**src/rtl/pipe_ctrl_pkg.sv**
```systemverilog
`default_nettype none
// +--------------------------------------------------------------------------+
// | pipe_ctrl_pkg                                                            |
// | Control-bundle layout shared by the decoder and the pipeline stages.     |
// | Revision: 1.0                                                            |
// +--------------------------------------------------------------------------+
package pipe_ctrl_pkg;

    localparam int EX_W = 3;
    localparam int M_W  = 3;
    localparam int WB_W = 2;

    localparam int EX_REGDST   = 2;
    localparam int EX_ALUOP    = 1;
    localparam int EX_ALUSRC   = 0;
    localparam int M_BRANCH    = 2;
    localparam int M_MEMREAD   = 1;
    localparam int M_MEMWRITE  = 0;
    localparam int WB_REGWRITE = 1;
    localparam int WB_MEMTORG  = 0;

    localparam logic [EX_W-1:0] EX_NOP = '0;
    localparam logic [M_W-1:0]  M_NOP  = '0;
    localparam logic [WB_W-1:0] WB_NOP = '0;

endpackage
`default_nettype wire

```
**src/rtl/load_use_detect.sv**
```systemverilog
`default_nettype none
// +--------------------------------------------------------------------------+
// | load_use_detect                                                          |
// | Flags an ID instruction that reads the destination of a load in EX.      |
// | Revision: 1.0                                                            |
// +--------------------------------------------------------------------------+
module load_use_detect #(
    parameter int REG_W = 5
) (
    input  logic             ex_memread,
    input  logic [REG_W-1:0] ex_rt,
    input  logic [REG_W-1:0] id_rs,
    input  logic [REG_W-1:0] id_rt,
    output logic             hazard
);

    // $0 is never written, so a load targeting it cannot create a dependency.
    assign hazard = ex_memread & (ex_rt != '0) & ((ex_rt == id_rs) | (ex_rt == id_rt));

endmodule
`default_nettype wire

```
**src/rtl/id_ex_stage.sv**
```systemverilog
`default_nettype none
// +--------------------------------------------------------------------------+
// | id_ex_stage                                                              |
// | ID/EX pipeline register with load-use stall, flush, hold, bubble count.  |
// | Revision: 1.0                                                            |
// +--------------------------------------------------------------------------+
module id_ex_stage
    import pipe_ctrl_pkg::*;
#(
    parameter int DATA_W = 32,
    parameter int REG_W  = 5,
    parameter int CNT_W  = 16
) (
    input  logic              clk,
    input  logic              rst_n,
    input  logic [EX_W-1:0]   ex_in,
    input  logic [M_W-1:0]    m_in,
    input  logic [WB_W-1:0]   wb_in,
    input  logic [DATA_W-1:0] pc4_in,
    input  logic [DATA_W-1:0] rd1_in,
    input  logic [DATA_W-1:0] rd2_in,
    input  logic [DATA_W-1:0] imm_in,
    input  logic [REG_W-1:0]  rs_in,
    input  logic [REG_W-1:0]  rt_in,
    input  logic [REG_W-1:0]  rd_in,
    input  logic              flush,
    input  logic              hold,
    output logic [EX_W-1:0]   ex_out,
    output logic [M_W-1:0]    m_out,
    output logic [WB_W-1:0]   wb_out,
    output logic [DATA_W-1:0] pc4_out,
    output logic [DATA_W-1:0] rd1_out,
    output logic [DATA_W-1:0] rd2_out,
    output logic [DATA_W-1:0] imm_out,
    output logic [REG_W-1:0]  rs_out,
    output logic [REG_W-1:0]  rt_out,
    output logic [REG_W-1:0]  rd_out,
    output logic              pc_write,
    output logic              if_id_write,
    output logic [CNT_W-1:0]  bubble_cnt
);

    logic [EX_W-1:0]   ex_q,  ex_d;
    logic [M_W-1:0]    m_q,   m_d;
    logic [WB_W-1:0]   wb_q,  wb_d;
    logic [DATA_W-1:0] pc4_q, pc4_d;
    logic [DATA_W-1:0] rd1_q, rd1_d;
    logic [DATA_W-1:0] rd2_q, rd2_d;
    logic [DATA_W-1:0] imm_q, imm_d;
    logic [REG_W-1:0]  rs_q,  rs_d;
    logic [REG_W-1:0]  rt_q,  rt_d;
    logic [REG_W-1:0]  rd_q,  rd_d;
    logic [CNT_W-1:0]  bubble_cnt_q, bubble_cnt_d;
    logic [CNT_W-1:0]  w_cnt_inc;
    logic              w_hazard;

    load_use_detect #(
        .REG_W (REG_W)
    ) u_load_use_detect (
        .ex_memread (m_q[M_MEMREAD]),
        .ex_rt      (rt_q),
        .id_rs      (rs_in),
        .id_rt      (rt_in),
        .hazard     (w_hazard)
    );

    assign pc_write    = ~(w_hazard | hold);
    assign if_id_write = ~(w_hazard | hold);

    assign w_cnt_inc = (&bubble_cnt_q) ? bubble_cnt_q : bubble_cnt_q + CNT_W'(1);

    always_comb begin
        ex_d         = ex_in;
        m_d          = m_in;
        wb_d         = wb_in;
        pc4_d        = pc4_in;
        rd1_d        = rd1_in;
        rd2_d        = rd2_in;
        imm_d        = imm_in;
        rs_d         = rs_in;
        rt_d         = rt_in;
        rd_d         = rd_in;
        bubble_cnt_d = bubble_cnt_q;
        if (flush) begin
            ex_d = EX_NOP;
            m_d  = M_NOP;
            wb_d = WB_NOP;
        end else if (hold) begin
            ex_d  = ex_q;
            m_d   = m_q;
            wb_d  = wb_q;
            pc4_d = pc4_q;
            rd1_d = rd1_q;
            rd2_d = rd2_q;
            imm_d = imm_q;
            rs_d  = rs_q;
            rt_d  = rt_q;
            rd_d  = rd_q;
        end else if (w_hazard) begin
            // The stalled instruction is re-presented by IF/ID next cycle.
            ex_d         = EX_NOP;
            m_d          = M_NOP;
            wb_d         = WB_NOP;
            bubble_cnt_d = w_cnt_inc;
        end
    end

    always_ff @(posedge clk or negedge rst_n) begin
        if (!rst_n) begin
            ex_q         <= '0;
            m_q          <= '0;
            wb_q         <= '0;
            pc4_q        <= '0;
            rd1_q        <= '0;
            rd2_q        <= '0;
            imm_q        <= '0;
            rs_q         <= '0;
            rt_q         <= '0;
            rd_q         <= '0;
            bubble_cnt_q <= '0;
        end else begin
            ex_q         <= ex_d;
            m_q          <= m_d;
            wb_q         <= wb_d;
            pc4_q        <= pc4_d;
            rd1_q        <= rd1_d;
            rd2_q        <= rd2_d;
            imm_q        <= imm_d;
            rs_q         <= rs_d;
            rt_q         <= rt_d;
            rd_q         <= rd_d;
            bubble_cnt_q <= bubble_cnt_d;
        end
    end

    assign ex_out     = ex_q;
    assign m_out      = m_q;
    assign wb_out     = wb_q;
    assign pc4_out    = pc4_q;
    assign rd1_out    = rd1_q;
    assign rd2_out    = rd2_q;
    assign imm_out    = imm_q;
    assign rs_out     = rs_q;
    assign rt_out     = rt_q;
    assign rd_out     = rd_q;
    assign bubble_cnt = bubble_cnt_q;

endmodule
`default_nettype wire

```
**config.mk**
```make
export PLATFORM = sky130hd
export DESIGN_NAME = id_ex_stage
export DESIGN_NICKNAME = d
export VERILOG_FILES = /design/src/rtl/pipe_ctrl_pkg.sv /design/src/rtl/load_use_detect.sv /design/src/rtl/id_ex_stage.sv
export SDC_FILE = /design/constraint.sdc
export NUM_CORES = 1
export LEC_CHECK = 0
export ABC_AREA = 1
export CAP_MARGIN = 20
export CELL_PAD_IN_SITES_DETAIL_PLACEMENT = 0
export CELL_PAD_IN_SITES_GLOBAL_PLACEMENT = 1
export CORE_ASPECT_RATIO = 1.75
export CORE_UTILIZATION = 31
export DETAILED_ROUTE_END_ITERATION = 7
export PLACE_DENSITY = 0.8
export SLEW_MARGIN = 20
export SYNTH_ARGS = -nofsm -noshare
export SYNTH_HDL_FRONTEND = slang
export SYNTH_SLANG_ARGS = --single-unit
```
**constraint.sdc**
```tcl
create_clock -name clk -period 2.75 [get_ports clk]
set_clock_uncertainty 0.2 [all_clocks]
set_input_delay 0.55 -clock clk [delete_from_list [all_inputs] [get_ports clk]]
set_output_delay 0.55 -clock clk [all_outputs]
set_load 0.1 [all_outputs]
```
-- Yosys cells after proc, flatten, opt, wreduce, memory -nomap -nowiden
Index checks and enable logic that the tools add are counted.
- flip-flop bits (word level): 167
- input port bits: 155
- output and inout bits: 169
- logic and storage cells: 49
- add/sub/neg operators: 1
- equality and inequality tests: 3
- muxes and demuxes: 23
- bitwise gates (word level): 8
- reductions and logical operators: 3
- operator list (cell ; count):
    $mux 32 ; 8
    $mux 5 ; 6
    $mux 3 ; 6
    $add 16x1->16 const B ; 1
    $reduce_and 16->1 ; 1
    $eq 5x5->1 ; 2
    $mux 2 ; 3
    $reduce_bool 5->1 ; 1
    $not 1->1 ; 4
    $reduce_and 4->1 ; 1
    $and 1x1->1 ; 2
    $ne 2x2->1 const B ; 1
    $or 1x1->1 ; 2

-- Longest topological paths before layout
Gate-level depths: netlist of run 1.
- word-level depth: 6
- mapped depth: 11
- mapped depth without buffers: 10

-- Cells and area by module
A second synthesis of run 1 with hierarchy kept.
- cell total of the unflattened synthesis: 543
- area total of the unflattened synthesis: 7211.9 µm²
- modules (own cells, without submodules) (module ; times used ; cells each ; area an instance (µm²) ; seq. area each (µm²)):
    id_ex_stage ; 1 ; 498 ; 7016.7 ; 4179.0
    load_use_detect ; 1 ; 45 ; 195.2 ; 0.0

-- Least setup slack after synthesis of run 1
No wires, ideal clock.
- kind: flip-flop to output port
- start point: register rt_q[0] (netlist: rt_out[0])
- end point: output port pc_write
- arrival time: 2591 ps
- required time: 2000 ps
- setup slack: -591 ps
- stages on the path, launching flop included: 10
- path buffers: 1
- cells stage by stage: dfrtp_1 nor2_1 nor2_1 nor2_1 nand3_1 nand2_2 nand2_1 nand2_1 inv_1 buf_4
- cells in the longest elaborated chain, start to end: 5
- elaborated cells on any way between the ends: 8
- those cells by class: 2 x eq/ne; 5 x bitwise; 1 x reduce/logical
- RTL lines (element ; RTL line ; text):
    start, declared ; id_ex_stage.sv:51 ; logic [REG_W-1:0] rt_q, rt_d;
    start signal, assigned ; id_ex_stage.sv:130 ; rt_q <= rt_d;
    $eq 5x5->1 or $reduce_bool 5->1 (tied branches) ; load_use_detect.sv:18 ; assign hazard = ex_memread & (ex_rt != '0) & ((ex_rt == id_rs) | (ex_rt == id_rt));
    $or 1x1->1 or $and 1x1->1 (tied branches) ; load_use_detect.sv:18 ;
    $and 1x1->1 * ; load_use_detect.sv:18 ;
    $or 1x1->1 * ; n/a ;
    $not 1->1 * ; n/a ;
    end, declared ; id_ex_stage.sv:38 ; output logic pc_write,
Every way passes the cells marked *; elsewhere a longest branch is shown, timed or not.

-- Worst setup path in the final report of run 1
- start point: input port rs_in[2]
- end point: output port pc_write
- cells in the longest elaborated chain, start to end: 5
- RTL lines (element ; RTL line ; text):
    start, declared ; id_ex_stage.sv:23 ; input logic [REG_W-1:0] rs_in,
    $eq 5x5->1 ; load_use_detect.sv:18 ;
    $or 1x1->1 ; load_use_detect.sv:18 ;
    $and 1x1->1 ; load_use_detect.sv:18 ;
    $or 1x1->1 ; id_ex_stage.sv:67 ; assign pc_write = ~(w_hazard | hold);
    $not 1->1 ; id_ex_stage.sv:67 ;
Every way passes these cells.

==> results.toml, run 1 <==
[floorplanning]
die_w_um = 114
dieArea_um2 = 22600
ios = 324
rows = 71
initial_core_util_pct = 31.6
core_area_um2 = 21600
die_h_um = 198

[status]
status = "complete, no violations"

[drt]
drt-met1-wl_um = 7090
vias_per_cell = 4.42
antenna_left = 0
top_layer = "met4"
wl_met3_um = 1020
drc = 0
wl_per_cell_um = 16.7
first_iter_violations = 186
routed_wl_um = 19600
vias = 5195
wl_met2_um = 11000
dr.pass1.iters = 4

[timing]
timing.fmax_ghz = 0.375
worst_pin_slew_ns = 0.596
post-route-period-util_pct = 97.0
slew_headroom_pct = 60.3
period_needed_ns = 2.67
hold_viol_final = 0
finalSetupViolCount = 0
drv_slew = 0
rsz0062_at_grt = "no"

[synth]
synth_cell_type_count = 27
synth_area_leaders = "dfrtp_1 (61%), mux2_2 (22%), nand2_1 (4.9%)"
synth_top_area_share_pct = 61.2
synth-seq-cells = 167
netlist_instances = 530
synth_top_cell_by_area = "dfrtp_1"
syn_nets = 686
synth-warning-count = 0
syn-cell-area_um2 = 6830
avgSynthCellArea_um2 = 12.9
yosysSeqAreaShare_pct = 61.2

[clocking]
clk_latency_ns = 0.43
root_buffer = "clkbuf_16"
cts_buffers = 17
cts_tree = "built"
clock-sinks = 167
clkTransAtPathRegs_ns = 0.06
clockBufferDepth = 2
h-tree-depth = 4

[worst_setup_path]
cp-start-kind = "input pin"
critPathMaxFanout = 2
end_kind = "primary output"
rrSetupSlack_ns = 0.82
critPathKind = "input pin to primary output"
worst_ep_arrival_time_ns = 1.92
cp.required_ns = 2.00
timing.rr.end = "bubble_cnt[1]$_DFFE_PN0P_"
r2r_start = "bubble_cnt[0]$_DFFE_PN0P_"
r2r_cells = 10

[placement]
dp_hpwl_um = 14900
placed_cell_area_um2 = 10200
port_buffers = 323
place_congestion = 0.815

[grt]
grt_overflow = 0
grt_max_degree = 55
grt_pass1_wl_um = 30200
grt_pass1_vias = 5432
antenna_found_initial = 0
track_usage_pct = 18.0

[layout]
area_growth_pct = 58.3
final_nets = 1027
drive_above_1_share_pct = 44.8
nFillCells = 1956
multiInputGateArea_um2 = 2470
antenna_cells = 0
regArea_um2 = 4200
stdcell_area_um2 = 10800

[power]
p_clk_share_pct = 32.9
internal-power_uw = 4850
combPwrFrac_pct = 31.2
p_leak_uw = 0.00497
power_density_nw_per_um2 = 711
p_sw_share_pct = 36.9
p_seq_share_pct = 35.9
ir_drop_mv = 0.495
power_uw = 7690
p_sw_uw = 2840

[worst_hold_path]
min_to = "rt_out[3]$_DFFE_PN0P_"
min_delay_path_depth = 3
hp-start = "rt_in[3]"
min_path_type = "input pin to flop"

[flow_run]
max_cap_violations = 0
flip-flops by register name (all words and copies together) (netlist names):
register and flops:
bubble_cnt 16, ex_out 3, imm_out 32, m_out 3, pc4_out 32, rd1_out 32, rd2_out 32, rd_out 5
rs_out 5, rt_out 5, wb_out 2
layer usage:
layer,track usage (%),vias up
li1,-,2446
met4,8.51,0
met3,4.81,23
met1,19.2,2557
met2,32.5,169
met5,0,-
synth_stat cells:
master    number
a21oi_1        4
buf_12         1
buf_2         16
buf_4          2
buf_6          1
clkbuf_1       2
clkinv_1       1
dfrtp_1      167
ha_1           1
inv_1         14
inv_2          7
mux2_2       134
nand2_1       89
nand2_2       13
nand3_1       17
nand3_2        1
nand3_4        1
nand4_1        1
nand4_2        1
nor2_1        22
nor2_2         3
nor2_8         1
nor3b_2        1
o21ai_0       13
o21ai_1        1
xnor2_1       11
xor2_1         5
layout by cell type, fill, tap and decap left out, types with 5 or more instances in the layout:
cell type	synthesis	final
buf_4	2	181
dfrtp_1	167	162
clkdlybuf4s50_1	0	144
mux2_2	134	134
nand2_1	89	83
nor2_1	22	21
nand2_2	13	18
nand3_1	17	17
clkbuf_16	0	17
o21ai_0	13	13
inv_1	14	11
xnor2_1	11	10
inv_2	7	8
buf_12	1	8
dlygate4sd2_1	0	7
xor2_1	5	5
dfrtp_4	0	5
cell families after synthesis:
family	after synthesis	share of synthesized area, %
adders and majority gates	1	0.183
DFF	167	61.2
buffers and inverters	44	3.17
xor gates and xnor gates	16	2.05
AOI/OAI and AO/OA	18	1.32
and+or+nand+nor	150	9.97
muxes	134	22.1
worst max path at each step:
stage	slack (ns)	to	cells after the start	startpoint
floorplan	-0.07	pc_write	10	rt_out[4]$_DFFE_PN0P_
global placement	-0.13	if_id_write	11	rt_in[4]
detailed placement	-0.14	pc_write	11	rt_in[4]
CTS	0.01	pc_write	11	rs_in[4]
global route	0.004	pc_write	9	rt_out[4]$_DFFE_PN0P_
finish	0.08	pc_write	8	rs_in[2]
power groups by stage:
stage | logic, uW | clock network (uW) | registers (uW)
after floorplan | 302 | 0 | 4180
after global placement | 2410 | 0 | 2800
after detailed placement | 2410 | 0 | 2810
after CTS | 2420 | 2620 | 2760
after global routing | 2480 | 2680 | 2790
final | 2400 | 2530 | 2760
final cells by class:
class	count	share of cell area [%]
repair buffers	344	28.4
flip-flops and latches	167	38.8
clock inverters	8	1.37
multi-input cells	319	22.9
inverters	22	0.822
well taps	292	3.38
clock buffers	23	4.33
per-stage QoR:
| stage | TNS [ns] | instances | utilization (%) | worst slack [ns] | hold slack [ns] |
|---|---|---|---|---|---|
| floorplan | -0.0732 | 530 | - | -0.0732 | 0.0544 |
| global route | 0 | 1175 | 50.1 | 0.00422 | 0.242 |
| global placement | -0.254 | 1142 | 47.0 | -0.127 | 0.291 |
| finish | 0 | 1175 | 50.1 | 0.0830 | 0.240 |
| detailed placement | -0.270 | 1142 | 47.0 | -0.135 | 0.297 |
| CTS | 0 | 1175 | 49.9 | 0.0108 | 0.273 |
what timing repair did:
action / in CTS / in global routing
resized for setup: 8 / 11
pin swaps: 6 / 8
hold buffers: 1 / 0
buffers inserted: 1 / 0
endpoints found under the setup margin: 2 / 2
hold endpoints to repair: 48 / 0
worst max-delay path, stage by stage:
cell and delay (ns):
clkdlybuf4s50_1 0.49, xnor2_1 0.12, nand3_1 0.11, nand2_2 0.10
nand2_2 0.07, nand2_2 0.10, clkinvlp_4 0.16, buf_12 0.21
No activity file was read; power rests on OpenSTA's default activity.
==> run 2: changes to the inputs <==
--- a/config.mk
+++ b/config.mk
@@ -10,9 +10,9 @@
 export CELL_PAD_IN_SITES_DETAIL_PLACEMENT = 0
 export CELL_PAD_IN_SITES_GLOBAL_PLACEMENT = 1
 export CORE_ASPECT_RATIO = 1.75
-export CORE_UTILIZATION = 31
+export CORE_UTILIZATION = 34
 export DETAILED_ROUTE_END_ITERATION = 7
-export PLACE_DENSITY = 0.8
+export PLACE_DENSITY = 0.86
 export SLEW_MARGIN = 20
 export SYNTH_ARGS = -nofsm -noshare
 export SYNTH_HDL_FRONTEND = slang
==> run 2 against run 1 <==
Non-clock buffer count rose by 8; sequential power barely moved; clock power fell by 7%; sequential share of layout area rose by 0.21 points; hold slack got worse by 0.019 ns; global-route usage rose by 2.2 points; first-iteration DRC count fell by 16%; via count rose by 1.4%; cell area fell by 0.53%; final cell count fell by 3.2%; largest cell class unchanged; core utilization rose by 4.4 points; combinational power barely moved.
==> results.toml, run 2 (synthesis gave the netlist of run 1 again) <==
[drt]
antenna_left = 0
vias_per_cell = 4.63
vias = 5266
dr.pass1.iters = 4
routed_wl_um = 20000
wl_per_cell_um = 17.6
drc = 0
first_iter_violations = 156

[placement]
port_buffers = 323
place_congestion = 0.861
dp_hpwl_um = 15300
post-place-ws_ns = -0.129
placed_cell_area_um2 = 10100

[power]
power_density_nw_per_um2 = 699
p_leak_uw = 0.00500
power_uw = 7520
ir_drop_mv = 0.571

[worst_setup_path]
end_kind = "primary output"
cp-start-kind = "input pin"
crit_path_frequent_cell = "nand2_2"
crit_slowest_cell = "clkdlybuf4s50_1"
worst_ep_arrival_time_ns = 1.93
path_buf_inv = 3
critPathKind = "input pin to primary output"
path_delay_family = "buffers and inverters"
max_stage_delay_ns = 0.53
critPathMaxFanout = 2
crit_chain = "clkdlybuf4s50_1 -> xnor2_2 -> nand3_1 -> nand2_2 -> nand2_2 -> nand2_4 -> clkinvlp_4 -> buf_12"
cp.required_ns = 2.00

[grt]
grt_pass1_vias = 5680
grt_pass1_wl_um = 30600
grt_overflow = 0
track_usage_pct = 20.2
grt_max_degree = 44
antenna_found_initial = 0

[layout]
final_nets = 1035
layout_common_cells = "buf_4 (190), dfrtp_1 (162), clkdlybuf4s50_1 (145)"
mostFrequentLayoutCell = "buf_4"
stdcell_area_um2 = 10800
nFillCells = 1763
antenna_cells = 0
drive_above_1_share_pct = 44.7
area_growth_pct = 57.5

[floorplanning]
die_h_um = 189
core_area_um2 = 19700
initial_core_util_pct = 34.6
die_w_um = 109
ios = 324
rows = 68
dieArea_um2 = 20700

[timing]
hold_viol_final = 0
worst_pin_slew_ns = 0.443
finalSetupViolCount = 0
post-route-period-util_pct = 97.5
slew_headroom_pct = 70.5
drv_slew = 0
timing.fmax_ghz = 0.373
rsz0062_at_grt = "no"
holdWs_ns = 0.222
period_needed_ns = 2.68
postLayoutSetupSlackWorst_ns = 0.0687

[clocking]
cts_buffers = 17
clock-sinks = 167
cts_tree = "built"
h-tree-depth = 4
clk_latency_ns = 0.43
clockBufferDepth = 2
clkTransAtPathRegs_ns = 0.06
root_buffer = "clkbuf_16"

[status]
status = "complete, no violations"

[flow_run]
max_cap_violations = 0

[worst_hold_path]
min_path_type = "input pin to flop"
-- run 2: area by class of cell --
type / count / area [um2] / share of cell area [%]
clock buffer: 21 / 450 / 4.19
clock inverter: 11 / 124 / 1.15
inverter: 22 / 86.3 / 0.803
multi-input combinational: 319 / 2460 / 22.9
sequential: 167 / 4200 / 39.0
tap: 245 / 307 / 2.85
timing repair buffer: 352 / 3120 / 29.1
-- run 2: power by group --
part	total (uW)	switching [uW]	internal, uW	leakage, uW
clock	2350	982	1360	0.000274
sequential	2760	113	2650	0.00199
combinational	2410	1770	645	0.00273
-- run 2: per-layer routing --
metal / share of wire (%) / vias to the layer above / global-route usage [%]
met5: 0 / - / 0
met4: 3.5 / 0 / 10.6
met3: 6.0 / 37 / 5.61
met2: 56 / 187 / 36.6
met1: 35 / 2585 / 20.3
li1: - / 2457 / -
-- run 2: worst reg2reg max path, stage by stage (launching register included) --
cell,delay [ns]
dfrtp_1,0.46
ha_1,0.27
nand3_2,0.12
inv_2,0.05
nand2_2,0.08
nor2_2,0.05
nor2_2,0.14
inv_2,0.08
nor2_8,0.28
nand2_1,0.10
nand2_1,0.07
-- run 2: timing repair --
item,CTS,global route
endpoints found under the hold margin,37,0
pin swaps,4,3
buffers inserted,1,0
hold buffers,1,0
resized for setup,6,5
setup endpoints to repair,2,2
-- run 2: worst paths after layout --
kind	from	to	slack (ns)	cells after the start
min in group asynchronous	rst_n	bubble_cnt[15]$_DFFE_PN0P_	0.42	2
worst max register to register	bubble_cnt[0]$_DFFE_PN0P_	bubble_cnt[15]$_DFFE_PN0P_	0.80	10
max in group asynchronous	rst_n	pc4_out[26]$_DFFE_PN0P_	1.26	3
worst min-delay path	rt_in[1]	rt_out[1]$_DFFE_PN0P_	0.22	3
worst min register to register	imm_out[19]$_DFFE_PN0P_	imm_out[19]$_DFFE_PN0P_	0.30	1
worst max-delay path	rt_in[3]	pc_write	0.07	8
-- run 2: stage by stage --
step | cells | utilization, % | setup TNS, ns
final | 1137 | 54.5 | 0
after global routing | 1137 | 54.5 | 0
after CTS | 1137 | 54.4 | 0
after detailed placement | 1103 | 51.4 | -0.256
after global placement | 1103 | 51.4 | -0.186
after floorplan | 530 | - | -0.0732
